## src/rtl/instr_issue_encoder.sv

```systemverilog
// Instruction issue encoder.
// Turns NN-core operation requests into 16-bit instruction words
// {opcode, rd, rs, rt_or_offset}. It buffers them in a small FIFO in front of the
// decode stage, drops invalid operations, flags them and counts them.
module instr_issue_encoder #(
  parameter int DEPTH = 4,
  parameter int CNT_W = 16
) (
  input  logic             clk,
  input  logic             reset,
  input  logic             in_valid,
  output logic             in_ready,
  input  logic [2:0]       in_op,
  input  logic [3:0]       in_rd,
  input  logic [3:0]       in_rs,
  input  logic [3:0]       in_rt,
  output logic             out_valid,
  input  logic             out_ready,
  output logic [15:0]      out_instr,
  output logic             err_invalid,
  output logic [CNT_W-1:0] issued_cnt,
  output logic [CNT_W-1:0] err_cnt
);

  localparam int PTR_W = $clog2(DEPTH);
  localparam logic [PTR_W:0] OCC_FULL = (PTR_W+1)'(DEPTH);
  localparam logic [PTR_W:0] OCC_ONE  = (PTR_W+1)'(1);
  localparam logic [PTR_W-1:0] PTR_ONE = PTR_W'(1);
  localparam logic [CNT_W-1:0] CNT_ONE = CNT_W'(1);

  typedef enum logic [2:0] {
    OP_ADD = 3'd0,
    OP_MUL = 3'd1,
    OP_SLT = 3'd2,
    OP_MAC = 3'd3,
    OP_LD  = 3'd4,
    OP_ST  = 3'd5
  } reqOp_t;

  logic [15:0]     fifoMem [DEPTH];
  logic [PTR_W-1:0] wrPtr;
  logic [PTR_W-1:0] rdPtr;
  logic [PTR_W:0]   occupancy;
  logic [3:0]       opcode;
  logic             opValid;
  logic [15:0]      encodedWord;
  logic             fifoFull;
  logic             fifoEmpty;
  logic             accept;
  logic             doPush;
  logic             doPop;

  // Map the request opcode onto the instruction opcode field; ops 6 and 7 are invalid
  always_comb begin
    opcode  = 4'h0;
    opValid = 1'b1;
    case (in_op)
      OP_ADD:  opcode = 4'h1;
      OP_MUL:  opcode = 4'h2;
      OP_SLT:  opcode = 4'h3;
      OP_MAC:  opcode = 4'h4;
      OP_LD:   opcode = 4'hE;
      OP_ST:   opcode = 4'hF;
      default: opValid = 1'b0;
    endcase
    encodedWord = {opcode, in_rd, in_rs, in_rt};
  end

  assign fifoFull  = (occupancy == OCC_FULL);
  assign fifoEmpty = (occupancy == '0);
  assign in_ready  = !fifoFull;
  assign out_valid = !fifoEmpty;
  assign out_instr = fifoEmpty ? 16'h0000 : fifoMem[rdPtr];

  assign accept = in_valid && in_ready;
  assign doPush = accept && opValid;
  assign doPop  = out_valid && out_ready;

  // Storage array needs no reset: the empty flag masks stale contents at the output
  always_ff @(posedge clk) begin
    if (doPush) begin
      fifoMem[wrPtr] <= encodedWord;
    end
  end

  // Pointers and occupancy; a reset discards everything still buffered
  always_ff @(posedge clk) begin
    if (reset) begin
      wrPtr     <= '0;
      rdPtr     <= '0;
      occupancy <= '0;
    end else begin
      if (doPush) begin
        wrPtr <= wrPtr + PTR_ONE;
      end
      if (doPop) begin
        rdPtr <= rdPtr + PTR_ONE;
      end
      case ({doPush, doPop})
        2'b10:   occupancy <= occupancy + OCC_ONE;
        2'b01:   occupancy <= occupancy - OCC_ONE;
        default: occupancy <= occupancy;
      endcase
    end
  end

  // Error pulse and saturating issued/error counters
  always_ff @(posedge clk) begin
    if (reset) begin
      err_invalid <= 1'b0;
      issued_cnt  <= '0;
      err_cnt     <= '0;
    end else begin
      err_invalid <= accept && !opValid;
      if (doPop && (issued_cnt != '1)) begin
        issued_cnt <= issued_cnt + CNT_ONE;
      end
      if (accept && !opValid && (err_cnt != '1)) begin
        err_cnt <= err_cnt + CNT_ONE;
      end
    end
  end

endmodule

```

## config.mk

```make
export PLATFORM = sky130hd
export DESIGN_NAME = instr_issue_encoder
export DESIGN_NICKNAME = d
export VERILOG_FILES = /design/src/rtl/instr_issue_encoder.sv
export SDC_FILE = /design/constraint.sdc
export NUM_CORES = 1
export LEC_CHECK = 0
export CORE_MARGIN = 3
export CORE_UTILIZATION = 54
export CTS_BUF_LIST = sky130_fd_sc_hd__clkbuf_8 sky130_fd_sc_hd__clkbuf_16
export CTS_CLUSTER_SIZE = 16
export DETAILED_ROUTE_END_ITERATION = 8
export HOLD_SLACK_MARGIN = 0.12
export PLACE_DENSITY = 0.8
export SYNTH_ARGS = -nofsm -noshare
export SYNTH_HDL_FRONTEND = slang
export SYNTH_SLANG_ARGS = --single-unit
```

## constraint.sdc

```tcl
create_clock -name clk -period 3.05 [get_ports clk]
set_clock_uncertainty 0.1 [all_clocks]
set_input_delay 0.61 -clock clk [delete_from_list [all_inputs] [get_ports clk]]
set_output_delay 0.61 -clock clk [all_outputs]
set_load 0.05 [all_outputs]
```

==> results of run 1 <==
-- metal layers --
metal / up-vias / wire length, um
met5: - / 0
met2: 87 / 4410
met1: 1546 / 3820
li1: 1534 / -
met4: 0 / 42
met3: 4 / 456
-- cell families after synthesis --
logic type | after synthesis | synth area share (%)
AND/OR/NAND/NOR | 126 | 16.1
flip-flops | 106 | 60.3
AO/OA/AOI/OAI | 61 | 8.28
buffers and inverters | 31 | 2.62
multiplexers | 22 | 9.34
adder cells (fa/ha/maj) | 8 | 2.35
XOR/XNOR | 5 | 0.956
-- cells in the final DEF, fill, tap and decap left out, drive strengths merged, types with 2 or more instances in the layout --
cell type      instances
a211oi                 2
a21oi                 26
and2                   4
and3                   2
and4                   2
buf                   32
clkbuf                 9
clkdlybuf4s50         53
clkinvlp               2
dfxtp                 42
edfxtp                64
ha                     7
inv                   16
mux2                   6
mux4                  16
nand2                 13
nand3                  9
nand4                 11
nor2                  18
nor2b                 23
nor3                   4
nor3b                  2
nor4                   9
o21ai                  8
o21bai                 2
o31ai                 15
o41ai                  2
or2                    2
or3                    6
or4                   15
or4b                   2
xnor2                  2
xor2                   3
-- through the flow --
stage               hold WS (ns)  setup WS (ns)  utilization [%]
finish                     0.414          0.280             70.5
global route               0.451         0.0965             70.5
CTS                        0.419          0.237             70.5
detailed placement         0.403         0.0979             68.0
global placement           0.379          0.186             68.0
floorplan                  0.366          0.338                -
-- power breakdown --
group | leakage, nW | internal [W] | switching (W)
registers | 0.925 | 0.00162 | 0.0000551
clock network | 0.100 | 0.000381 | 0.000459
logic | 0.797 | 0.000548 | 0.000967
-- worst min-delay path, cell delays in order (launching register included) --
cell	delay (ns)
sky130_fd_sc_hd__dfxtp_1	0.36
sky130_fd_sc_hd__nand2_1	0.07
sky130_fd_sc_hd__a21oi_1	0.05
-- flip-flops by register name, summed over array words and instances, names as in the netlist, named ones only --
register	count
rdPtr	2
wrPtr	2
occupancy	3
err_invalid	1
fifoMem	64
issued_cnt	16
err_cnt	16
-- cell type report --
class	instances	area share, %
Inverter	13	0.869
Clock buffer	9	2.21
Multi-Input combinational cell	222	30.4
Timing Repair Buffer	85	13.7
Clock inverter	7	1.29
Tap cell	102	2.27
Sequential cell	106	49.2
-- path summary, 6_finish.rpt --
kind / slack [ns] / endpoint / start / cells past startpoint
min: 0.41 / wrPtr[0]$_SDFFE_PP0P_ / wrPtr[0]$_SDFFE_PP0P_ / 2
min reg2reg: 0.41 / wrPtr[0]$_SDFFE_PP0P_ / wrPtr[0]$_SDFFE_PP0P_ / 2
max: 0.28 / in_ready / occupancy[2]$_SDFFE_PP0P_ / 3
max reg2reg: 0.34 / occupancy[2]$_SDFFE_PP0P_ / occupancy[2]$_SDFFE_PP0P_ / 10
==> impl_metrics.prom, run 1 <==
# TYPE chip_impl_metric gauge
chip_impl_metric{name="area_share_of_the_largest_cell_type_after_synthesis",unit="%"} 42.0
chip_impl_metric{name="floorplan.rows",unit=""} 32
chip_impl_info{name="top_usage_layer",value="met2"} 1
chip_impl_metric{name="timing_max_transition_violations_final",unit=""} 0
chip_impl_info{name="top_cell_type_by_total_area_after_synthesis",value="sky130_fd_sc_hd__edfxtp_1"} 1
chip_impl_info{name="run_status",value="finished, final reports clean"} 1
chip_impl_metric{name="vias_in_the_first_global_route",unit=""} 3066
chip_impl_metric{name="multiInputGateArea",unit="sq um"} 1710
chip_impl_info{name="hp-class",value="reg2reg"} 1
chip_impl_metric{name="top_level_ports",unit=""} 70
chip_impl_metric{name="drt-wirelength-per-cell",unit="um"} 16.0
chip_impl_metric{name="grt_first_pass_wirelength",unit="mm"} 14.7
chip_impl_metric{name="vias",unit=""} 3171
chip_impl_metric{name="finalSetupViolCount",unit=""} 0
chip_impl_info{name="synth.most_common_cell",value="sky130_fd_sc_hd__edfxtp_1"} 1
chip_impl_metric{name="number_of_design_rule_violations_left_after_detail_routing",unit=""} 0
chip_impl_metric{name="sinks_on_the_clock_net",unit=""} 106
chip_impl_metric{name="irDropWorstVdd",unit="mV"} 0.337
chip_impl_metric{name="synth.net_count",unit=""} 386
chip_impl_metric{name="synth-edff-count",unit=""} 64
chip_impl_info{name="timing.critical_path.slowest_stage_cell",value="sky130_fd_sc_hd__clkdlybuf4s50_1"} 1
chip_impl_metric{name="slew_headroom",unit="%"} 39.3
chip_impl_metric{name="htree_levels",unit=""} 3
chip_impl_metric{name="design_power_total",unit="W"} 0.00403
chip_impl_metric{name="use_met2",unit="%"} 30.4
chip_impl_metric{name="crit_fanout",unit=""} 5
chip_impl_metric{name="share_of_layout_cells_above_drive_strength_1",unit="%"} 17.2
chip_impl_metric{name="timing_worst_slew_pin_value",unit="ns"} 0.899
chip_impl_metric{name="worst-endpoint-arrival",unit="ns"} 2.06
chip_impl_metric{name="drt-pass1-iter-count",unit=""} 4
chip_impl_metric{name="fin_tns_setup",unit="ns"} 0
chip_impl_info{name="timing.critical_path.from_type",value="flip-flop"} 1
chip_impl_metric{name="antenna-diode-count",unit=""} 0
chip_impl_metric{name="cp_slowest_stage_delay",unit="ns"} 0.73
chip_impl_metric{name="postSynthRegisterBits",unit=""} 106
chip_impl_metric{name="clock_insertion_delay_worst_skew",unit="ns"} 0.35
chip_impl_metric{name="buffer_ports.inserted",unit=""} 69
chip_impl_metric{name="die_h",unit="um"} 98.1
chip_impl_metric{name="finalHoldViolCount",unit=""} 0
chip_impl_metric{name="seq_area_frac_synth",unit="%"} 60.3
chip_impl_info{name="cell_chosen_for_the_clock_root",value="sky130_fd_sc_hd__clkbuf_8"} 1
chip_impl_metric{name="crit_buf_inv",unit=""} 2
chip_impl_metric{name="grtUsageTotal",unit="%"} 18.7
chip_impl_info{name="tritoncts_clock_tree",value="built"} 1
chip_impl_metric{name="ys_types",unit=""} 44
chip_impl_info{name="post_synth_top_cells",value="sky130_fd_sc_hd__edfxtp_1 (64), sky130_fd_sc_hd__dfxtp_1 (42), sky130_fd_sc_hd__a21oi_1 (26)"} 1
chip_impl_metric{name="drt_first_iter_violations",unit=""} 154
chip_impl_info{name="path_delay_family",value="buffers and inverters"} 1
chip_impl_metric{name="groute.layer.met1.usage",unit="%"} 25.5
chip_impl_metric{name="antenna_found_initial",unit=""} 0
chip_impl_metric{name="post_cts_hold_buffer_count",unit=""} 0
chip_impl_metric{name="vias_per_cell",unit=""} 5.83
chip_impl_metric{name="placedInstanceArea",unit="sq um"} 5420
chip_impl_metric{name="grt.met3_usage",unit="%"} 3.86
chip_impl_metric{name="fp.dieW",unit="um"} 98.1
chip_impl_metric{name="final_antenna_violating_net_count",unit=""} 0
chip_impl_metric{name="post_cts_resized",unit=""} 0
chip_impl_metric{name="syn_inst",unit=""} 359
chip_impl_metric{name="gr-total-overflow",unit=""} 0
chip_impl_info{name="synth.area.top_cells",value="sky130_fd_sc_hd__edfxtp_1 (42%), sky130_fd_sc_hd__dfxtp_1 (18%), sky130_fd_sc_hd__mux4_2 (7.9%)"} 1
chip_impl_metric{name="synth-async-reset-ratio",unit="%"} 0
chip_impl_metric{name="grt_max_degree",unit=""} 21
chip_impl_metric{name="synth_area",unit="sq um"} 4580
chip_impl_metric{name="cts_buffer_depth",unit=""} 2
chip_impl_metric{name="total_leakage_power",unit="nW"} 1.82
chip_impl_metric{name="final_period_minus_worst_setup_slack",unit="ns"} 2.77
chip_impl_metric{name="dpl.cell_count",unit=""} 528
chip_impl_metric{name="fillCellCount",unit=""} 573
chip_impl_metric{name="route.final.wire_length",unit="mm"} 8.73
chip_impl_info{name="most_used_flip_flop_cell_after_synthesis",value="sky130_fd_sc_hd__edfxtp_1"} 1
chip_impl_metric{name="dp_hpwl",unit="mm"} 5.92
chip_impl_metric{name="syn2layout_area_growth",unit="%"} 22.6
chip_impl_info{name="timing_worst_setup_path_type",value="reg2out"} 1
chip_impl_metric{name="period_share",unit="%"} 90.8
chip_impl_metric{name="max_fclk",unit="GHz"} 0.361
chip_impl_info{name="worst_setup_path_end_kind",value="primary output"} 1
chip_impl_metric{name="fin_nets",unit=""} 464
chip_impl_metric{name="crit_required",unit="ns"} 2.34
chip_impl_info{name="rsz_0062_raised_after_global_routing",value="false"} 1
chip_impl_metric{name="final_cell_area",unit="sq um"} 5610
chip_impl_metric{name="drv.max_cap_violation_count",unit=""} 0
chip_impl_metric{name="cts-buffers-inserted",unit=""} 9
chip_impl_metric{name="syn_area_per_cell",unit="sq um"} 12.8
chip_impl_metric{name="area.sequential",unit="sq um"} 2760
chip_impl_metric{name="floorplan.initialDensity",unit="%"} 57.5
chip_impl_metric{name="core_region_area",unit="sq um"} 7970
chip_impl_metric{name="post-cts-setup-buffer-count",unit=""} 0
chip_impl_info{name="crit_path_cell_trace",value="nor3b_1 -> inv_1 -> clkdlybuf4s50_1"} 1
chip_impl_metric{name="synthesis.yosys.warnings",unit=""} 0
chip_impl_metric{name="pwr_density_cell",unit="nW/um^2"} 718
chip_impl_metric{name="gpl_congestion",unit=""} 0.793
chip_impl_metric{name="die-area",unit="sq um"} 9620
chip_impl_metric{name="final-instance-count-excl-fill",unit=""} 544
chip_impl_metric{name="path_clk_slew",unit="ns"} 0.10
(Power assumes the default switching activity.)
==> run 2, diff against run 1 <==
CORE_ASPECT_RATIO = 1.5   (was not set)
==> run 2 against run 1 <==
  * Global-route usage is 0.71 points higher
  * Sequential cell count stayed put
  * First-iteration DRC count is 21% lower
  * Critical path depth stayed put
  * Core utilization is 0.11 points higher
  * Routed wire length is 3.0% higher
  * Largest cell class unchanged
  * Largest power group unchanged
  * Highest routed layer unchanged
==> impl_metrics.prom, run 2 (synthesis results as in run 1) <==
# TYPE chip_impl_metric gauge
chip_impl_info{name="run_status",value="finished, final reports clean"} 1
chip_impl_metric{name="irDropWorstVdd",unit="mV"} 0.596
chip_impl_metric{name="vias_in_the_first_global_route",unit=""} 3072
chip_impl_info{name="path_delay_family",value="buffers and inverters"} 1
chip_impl_metric{name="grt_first_pass_wirelength",unit="mm"} 14.4
chip_impl_metric{name="clock_insertion_delay_worst_skew",unit="ns"} 0.34
chip_impl_metric{name="slew_headroom",unit="%"} 40.9
chip_impl_metric{name="drv.max_cap_violation_count",unit=""} 0
chip_impl_metric{name="floorplan.rows",unit=""} 40
chip_impl_metric{name="fp.dieW",unit="um"} 81.2
chip_impl_info{name="worst_setup_path_end_kind",value="primary output"} 1
chip_impl_metric{name="finalHoldViolCount",unit=""} 0
chip_impl_info{name="tritoncts_clock_tree",value="built"} 1
chip_impl_metric{name="core_region_area",unit="sq um"} 8110
chip_impl_metric{name="final_antenna_violating_net_count",unit=""} 0
chip_impl_metric{name="grt_max_degree",unit=""} 23
chip_impl_metric{name="die-area",unit="sq um"} 9640
chip_impl_metric{name="timing_max_transition_violations_final",unit=""} 0
chip_impl_metric{name="sinks_on_the_clock_net",unit=""} 106
chip_impl_metric{name="post_cts_hold_buffer_count",unit=""} 0
chip_impl_metric{name="fin_tns_setup",unit="ns"} 0
chip_impl_metric{name="post-cts-setup-buffer-count",unit=""} 0
chip_impl_metric{name="number_of_flip_flops_in_the_largest_register",unit=""} 64
chip_impl_metric{name="crit_required",unit="ns"} 2.34
chip_impl_metric{name="vias",unit=""} 3164
chip_impl_info{name="final_cell_mix",value="sky130_fd_sc_hd__edfxtp_1 (64), sky130_fd_sc_hd__clkdlybuf4s50_1 (53), sky130_fd_sc_hd__dfxtp_1 (42)"} 1
chip_impl_metric{name="final_period_minus_worst_setup_slack",unit="ns"} 2.74
chip_impl_metric{name="dp_hpwl",unit="mm"} 6.23
chip_impl_info{name="largest-register",value="fifoMem"} 1
chip_impl_metric{name="drt-wirelength-per-cell",unit="um"} 16.4
chip_impl_metric{name="buffer_ports.inserted",unit=""} 69
chip_impl_info{name="timing_worst_setup_path_type",value="reg2out"} 1
chip_impl_metric{name="number_of_design_rule_violations_left_after_detail_routing",unit=""} 0
chip_impl_info{name="crit_path_cell_trace",value="nor3b_1 -> inv_1 -> clkdlybuf4s50_1"} 1
chip_impl_metric{name="max_fclk",unit="GHz"} 0.365
chip_impl_metric{name="route.final.wire_length",unit="mm"} 8.99
chip_impl_metric{name="top_level_ports",unit=""} 70
chip_impl_info{name="cell_chosen_for_the_clock_root",value="sky130_fd_sc_hd__clkbuf_16"} 1
chip_impl_metric{name="drt_first_iter_violations",unit=""} 122
chip_impl_info{name="timing.critical_path.from_type",value="flip-flop"} 1
chip_impl_metric{name="period_share",unit="%"} 89.9
chip_impl_metric{name="fin_nets",unit=""} 464
chip_impl_info{name="hp-class",value="reg2reg"} 1
chip_impl_info{name="rsz_0062_raised_after_global_routing",value="false"} 1
chip_impl_metric{name="crit_fanout",unit=""} 5
chip_impl_info{name="reg.largest.list",value="fifoMem: 64 flops, err_cnt: 16 flops, issued_cnt: 16 flops"} 1
chip_impl_metric{name="grtUsageTotal",unit="%"} 19.4
chip_impl_metric{name="die_h",unit="um"} 119
chip_impl_info{name="final_common_cell",value="sky130_fd_sc_hd__edfxtp_1"} 1
chip_impl_metric{name="antenna_found_initial",unit=""} 0
chip_impl_metric{name="htree_levels",unit=""} 3
chip_impl_info{name="timing.critical_path.slowest_stage_cell",value="sky130_fd_sc_hd__clkdlybuf4s50_1"} 1
chip_impl_metric{name="antenna-diode-count",unit=""} 0
chip_impl_metric{name="vias_per_cell",unit=""} 5.78
chip_impl_metric{name="cts_buffer_depth",unit=""} 2
chip_impl_metric{name="floorplan.initialDensity",unit="%"} 56.5
chip_impl_metric{name="total_leakage_power",unit="nW"} 1.87
chip_impl_metric{name="cts-buffers-inserted",unit=""} 9
chip_impl_metric{name="share_of_layout_cells_above_drive_strength_1",unit="%"} 17.4
chip_impl_metric{name="syn2layout_area_growth",unit="%"} 24.9
chip_impl_metric{name="worst-endpoint-arrival",unit="ns"} 2.03
chip_impl_metric{name="finalSetupViolCount",unit=""} 0
chip_impl_metric{name="crit_buf_inv",unit=""} 2
chip_impl_metric{name="path_clk_slew",unit="ns"} 0.07
chip_impl_metric{name="drt-pass1-iter-count",unit=""} 4
chip_impl_metric{name="final_core_utilization",unit="%"} 70.6
chip_impl_metric{name="pwr_density_cell",unit="nW/um^2"} 757
chip_impl_metric{name="post_cts_resized",unit=""} 0
chip_impl_metric{name="cp_slowest_stage_delay",unit="ns"} 0.74
chip_impl_metric{name="fillCellCount",unit=""} 587
chip_impl_metric{name="timing_worst_slew_pin_value",unit="ns"} 0.876
chip_impl_metric{name="gr-total-overflow",unit=""} 0
chip_impl_metric{name="gpl_congestion",unit=""} 0.837
[run 2: layout make-up]
| type | instances | area (sq um) | area share (%) |
|---|---|---|---|
| clock buffer | 9 | 225 | 3.94 |
| clock inverter | 7 | 75.1 | 1.31 |
| inverter | 13 | 48.8 | 0.853 |
| multi-input combinational | 222 | 1710 | 29.8 |
| sequential | 106 | 2760 | 48.3 |
| tap | 105 | 131 | 2.30 |
| timing repair buffer | 85 | 771 | 13.5 |
[run 2: where the power goes]
group | total, W | internal (W) | switching, W
logic | 0.00151 | 0.000549 | 0.000961
clock network | 0.00114 | 0.000643 | 0.000498
registers | 0.00168 | 0.00162 | 0.0000581
total | 0.00433 | 0.00281 | 0.00152
[run 2: routing by layer]
metal	global-route usage (%)	wire length, um	up-vias	part of all wire (%)
met2	33.7	4740	88	53
li1	-	-	1537	-
met5	0	0	-	0
met4	8.46	204	0	2.3
met1	22.5	3590	1522	40
met3	3.96	455	17	5.1
[run 2: stage by stage]
step	setup WS, ns	hold slack (ns)	total power, W	cells	area (sq um)
after floorplan	0.338	0.366	0.00277	359	4580
after global placement	0.177	0.390	0.00321	531	5420
after detailed placement	0.105	0.400	0.00323	531	5420
after CTS	0.329	0.409	0.00438	547	5720
after global routing	0.205	0.443	0.00451	547	5720
final	0.309	0.400	0.00433	547	5720
[run 2: final timing paths]
check / endpoint / start / cells after the start / slack [ns]
hold reg to reg: wrPtr[1]$_SDFFE_PP0P_ / wrPtr[1]$_SDFFE_PP0P_ / 2 / 0.40
setup / recovery: in_ready / occupancy[2]$_SDFFE_PP0P_ / 3 / 0.31
hold / removal: wrPtr[1]$_SDFFE_PP0P_ / wrPtr[1]$_SDFFE_PP0P_ / 2 / 0.40
setup reg to reg: occupancy[2]$_SDFFE_PP0P_ / occupancy[2]$_SDFFE_PP0P_ / 10 / 0.41
[run 2: worst register-to-register path: stages, from the launching register on]
cell                      delay (ns)
sky130_fd_sc_hd__dfxtp_1        0.40
sky130_fd_sc_hd__nor3b_1        0.38
sky130_fd_sc_hd__inv_1          0.17
sky130_fd_sc_hd__and3_1         0.21
sky130_fd_sc_hd__inv_1          0.09
sky130_fd_sc_hd__ha_1           0.18
sky130_fd_sc_hd__inv_1          0.06
sky130_fd_sc_hd__fa_1           0.37
sky130_fd_sc_hd__xor2_1         0.17
sky130_fd_sc_hd__or3_1          0.31
sky130_fd_sc_hd__a21oi_1        0.14
==> run 3, diff against run 2 <==
CAP_MARGIN = 20   (was not set)
MAX_ROUTING_LAYER = met4   (was not set)
==> run 3 against run 2 <==
  * Register-to-register slack barely moved
  * Routed wire length fell by 0.21%
  * Final cell count did not move
  * Maximum frequency grew 0.23%
  * Sequential cell count did not move
  * Core utilization did not move
  * Clock power barely moved
  * Critical endpoint unchanged
  * Non-clock buffer count unchanged
  * Global-route usage rose by 0.59 points
  * Sequential power barely moved
  * Largest cell class unchanged
==> impl_metrics.prom, run 3 (synthesis results as in run 1) <==
# TYPE chip_impl_metric gauge
chip_impl_info{name="run_status",value="finished, final reports clean"} 1
chip_impl_metric{name="route.final.wire_length",unit="mm"} 8.97
chip_impl_metric{name="slew_headroom",unit="%"} 40.5
chip_impl_metric{name="floorplan.initialDensity",unit="%"} 56.5
chip_impl_metric{name="post-cts-setup-buffer-count",unit=""} 0
chip_impl_metric{name="drv.max_cap_violation_count",unit=""} 0
chip_impl_metric{name="die_h",unit="um"} 119
chip_impl_metric{name="path_clk_slew",unit="ns"} 0.07
chip_impl_metric{name="syn2layout_area_growth",unit="%"} 24.9
chip_impl_metric{name="vias",unit=""} 3153
chip_impl_metric{name="gpl_congestion",unit=""} 0.850
chip_impl_metric{name="seq_power_share",unit="%"} 38.8
chip_impl_metric{name="final_period_minus_worst_setup_slack",unit="ns"} 2.73
chip_impl_metric{name="vias_in_the_first_global_route",unit=""} 3068
chip_impl_metric{name="period_share",unit="%"} 89.7
chip_impl_metric{name="number_of_flip_flops_in_the_largest_register",unit=""} 64
chip_impl_metric{name="dp_hpwl",unit="mm"} 6.23
chip_impl_metric{name="final_cell_area",unit="sq um"} 5720
chip_impl_metric{name="vias_per_cell",unit=""} 5.76
chip_impl_metric{name="crit_fanout",unit=""} 5
chip_impl_metric{name="htree_levels",unit=""} 3
chip_impl_metric{name="antenna-diode-count",unit=""} 0
chip_impl_metric{name="r2r_setup_slack",unit="ns"} 0.42
chip_impl_metric{name="internal_power",unit="W"} 0.00281
chip_impl_metric{name="pwr_density_cell",unit="nW/um^2"} 757
chip_impl_metric{name="crit_required",unit="ns"} 2.34
chip_impl_info{name="tritoncts_clock_tree",value="built"} 1
chip_impl_metric{name="power_switching_share",unit="%"} 35.1
chip_impl_metric{name="finalHoldViolCount",unit=""} 0
chip_impl_metric{name="max_fclk",unit="GHz"} 0.366
chip_impl_info{name="hp-class",value="reg2reg"} 1
chip_impl_info{name="rsz_0062_raised_after_global_routing",value="false"} 1
chip_impl_metric{name="final_antenna_violating_net_count",unit=""} 0
chip_impl_metric{name="grtUsageTotal",unit="%"} 20.0
chip_impl_metric{name="postLayoutSetupSlackWorst",unit="ns"} 0.315
chip_impl_metric{name="dpl_worst_slack",unit="ns"} 0.105
chip_impl_metric{name="sinks_on_the_clock_net",unit=""} 106
chip_impl_metric{name="placedInstanceArea",unit="sq um"} 5420
chip_impl_metric{name="floorplan.rows",unit=""} 40
chip_impl_metric{name="comb_power_share",unit="%"} 34.8
chip_impl_metric{name="fillCellCount",unit=""} 587
chip_impl_info{name="reg.largest.list",value="fifoMem: 64 flops, err_cnt: 16 flops, issued_cnt: 16 flops"} 1
chip_impl_info{name="cell_chosen_for_the_clock_root",value="sky130_fd_sc_hd__clkbuf_16"} 1
chip_impl_metric{name="worst-endpoint-arrival",unit="ns"} 2.02
chip_impl_info{name="final_cell_mix",value="sky130_fd_sc_hd__edfxtp_1 (64), sky130_fd_sc_hd__clkdlybuf4s50_1 (53), sky130_fd_sc_hd__dfxtp_1 (42)"} 1
chip_impl_info{name="timing_worst_setup_path_type",value="reg2out"} 1
chip_impl_metric{name="post_cts_hold_buffer_count",unit=""} 0
chip_impl_metric{name="number_of_design_rule_violations_left_after_detail_routing",unit=""} 0
chip_impl_metric{name="grt_first_pass_wirelength",unit="mm"} 14.4
chip_impl_metric{name="buffer_ports.inserted",unit=""} 69
chip_impl_info{name="largest-register",value="fifoMem"} 1
chip_impl_metric{name="finalSetupViolCount",unit=""} 0
chip_impl_metric{name="die-area",unit="sq um"} 9640
chip_impl_metric{name="gr-total-overflow",unit=""} 0
chip_impl_metric{name="drt-wirelength-per-cell",unit="um"} 16.4
chip_impl_metric{name="fin_nets",unit=""} 464
chip_impl_metric{name="switching_power",unit="W"} 0.00152
chip_impl_metric{name="grt_max_degree",unit=""} 23
chip_impl_metric{name="irDropWorstVdd",unit="mV"} 0.596
chip_impl_metric{name="power.clock.fraction",unit="%"} 26.4
chip_impl_metric{name="drt_first_iter_violations",unit=""} 121
chip_impl_info{name="worst_setup_path_end_kind",value="primary output"} 1
chip_impl_metric{name="antenna_found_initial",unit=""} 0
chip_impl_metric{name="core_region_area",unit="sq um"} 8110
chip_impl_metric{name="timing_max_transition_violations_final",unit=""} 0
chip_impl_metric{name="fp.dieW",unit="um"} 81.2
chip_impl_metric{name="share_of_layout_cells_above_drive_strength_1",unit="%"} 17.4
chip_impl_metric{name="timing_worst_slew_pin_value",unit="ns"} 0.881
chip_impl_metric{name="top_level_ports",unit=""} 70
chip_impl_metric{name="cts-buffers-inserted",unit=""} 9
chip_impl_metric{name="fin_tns_setup",unit="ns"} 0
chip_impl_metric{name="drt-pass1-iter-count",unit=""} 4
chip_impl_metric{name="total_leakage_power",unit="nW"} 1.87
chip_impl_metric{name="post_cts_resized",unit=""} 0
chip_impl_info{name="final_common_cell",value="sky130_fd_sc_hd__edfxtp_1"} 1
chip_impl_metric{name="clock_insertion_delay_worst_skew",unit="ns"} 0.34
chip_impl_metric{name="cts_buffer_depth",unit=""} 2
chip_impl_info{name="timing.critical_path.from_type",value="flip-flop"} 1
==> run 3: cell type report <==
class | instances | area (sq um) | share of cell area [%]
clock inverter | 7 | 75.1 | 1.31
clock buffer | 9 | 225 | 3.94
multi-input combinational | 222 | 1710 | 29.8
inverter | 13 | 48.8 | 0.853
sequential | 106 | 2760 | 48.3
timing repair buffer | 85 | 771 | 13.5
tap | 105 | 131 | 2.30
==> run 3: power by group through the flow <==
stage	clock network (W)	registers, W	logic, W
after floorplan	0	0.00172	0.00105
after global placement	0	0.00170	0.00151
after detailed placement	0	0.00171	0.00152
after CTS	0.00117	0.00168	0.00153
after global routing	0.00122	0.00169	0.00161
final	0.00114	0.00168	0.00151
==> run 3: routing by layer <==
layer | vias to the layer above | global-route usage [%] | routed length, um
met5 | - | - | 0
li1 | 1535 | - | -
met1 | 1517 | 23.0 | 3560
met3 | 17 | 3.58 | 471
met2 | 84 | 33.7 | 4730
met4 | 0 | 8.46 | 216
==> run 3: stage by stage <==
stage          total power [W]  utilization (%)  cells  hold WS, ns
2_1_floorplan          0.00277                -    359        0.366
3_3_place_gp           0.00321             66.9    531        0.390
3_5_place_dp           0.00323             66.9    531        0.400
4_1_cts                0.00438             70.6    547        0.409
5_1_grt                0.00451             70.6    547        0.443
6_report               0.00433             70.6    547        0.400
==> run 3: final timing paths <==
check / end / start / cells after the start
worst max-delay path: in_ready / occupancy[2]$_SDFFE_PP0P_ / 3
worst min-delay path: wrPtr[1]$_SDFFE_PP0P_ / wrPtr[1]$_SDFFE_PP0P_ / 2
worst max register to register: occupancy[2]$_SDFFE_PP0P_ / occupancy[2]$_SDFFE_PP0P_ / 10
worst min register to register: wrPtr[1]$_SDFFE_PP0P_ / wrPtr[1]$_SDFFE_PP0P_ / 2
==> run 3: worst max-delay path: stages (launching register included) <==
cell and delay, ns:
sky130_fd_sc_hd__dfxtp_1 0.40, sky130_fd_sc_hd__nor3b_1 0.38, sky130_fd_sc_hd__inv_1 0.17, sky130_fd_sc_hd__clkdlybuf4s50_1 0.74
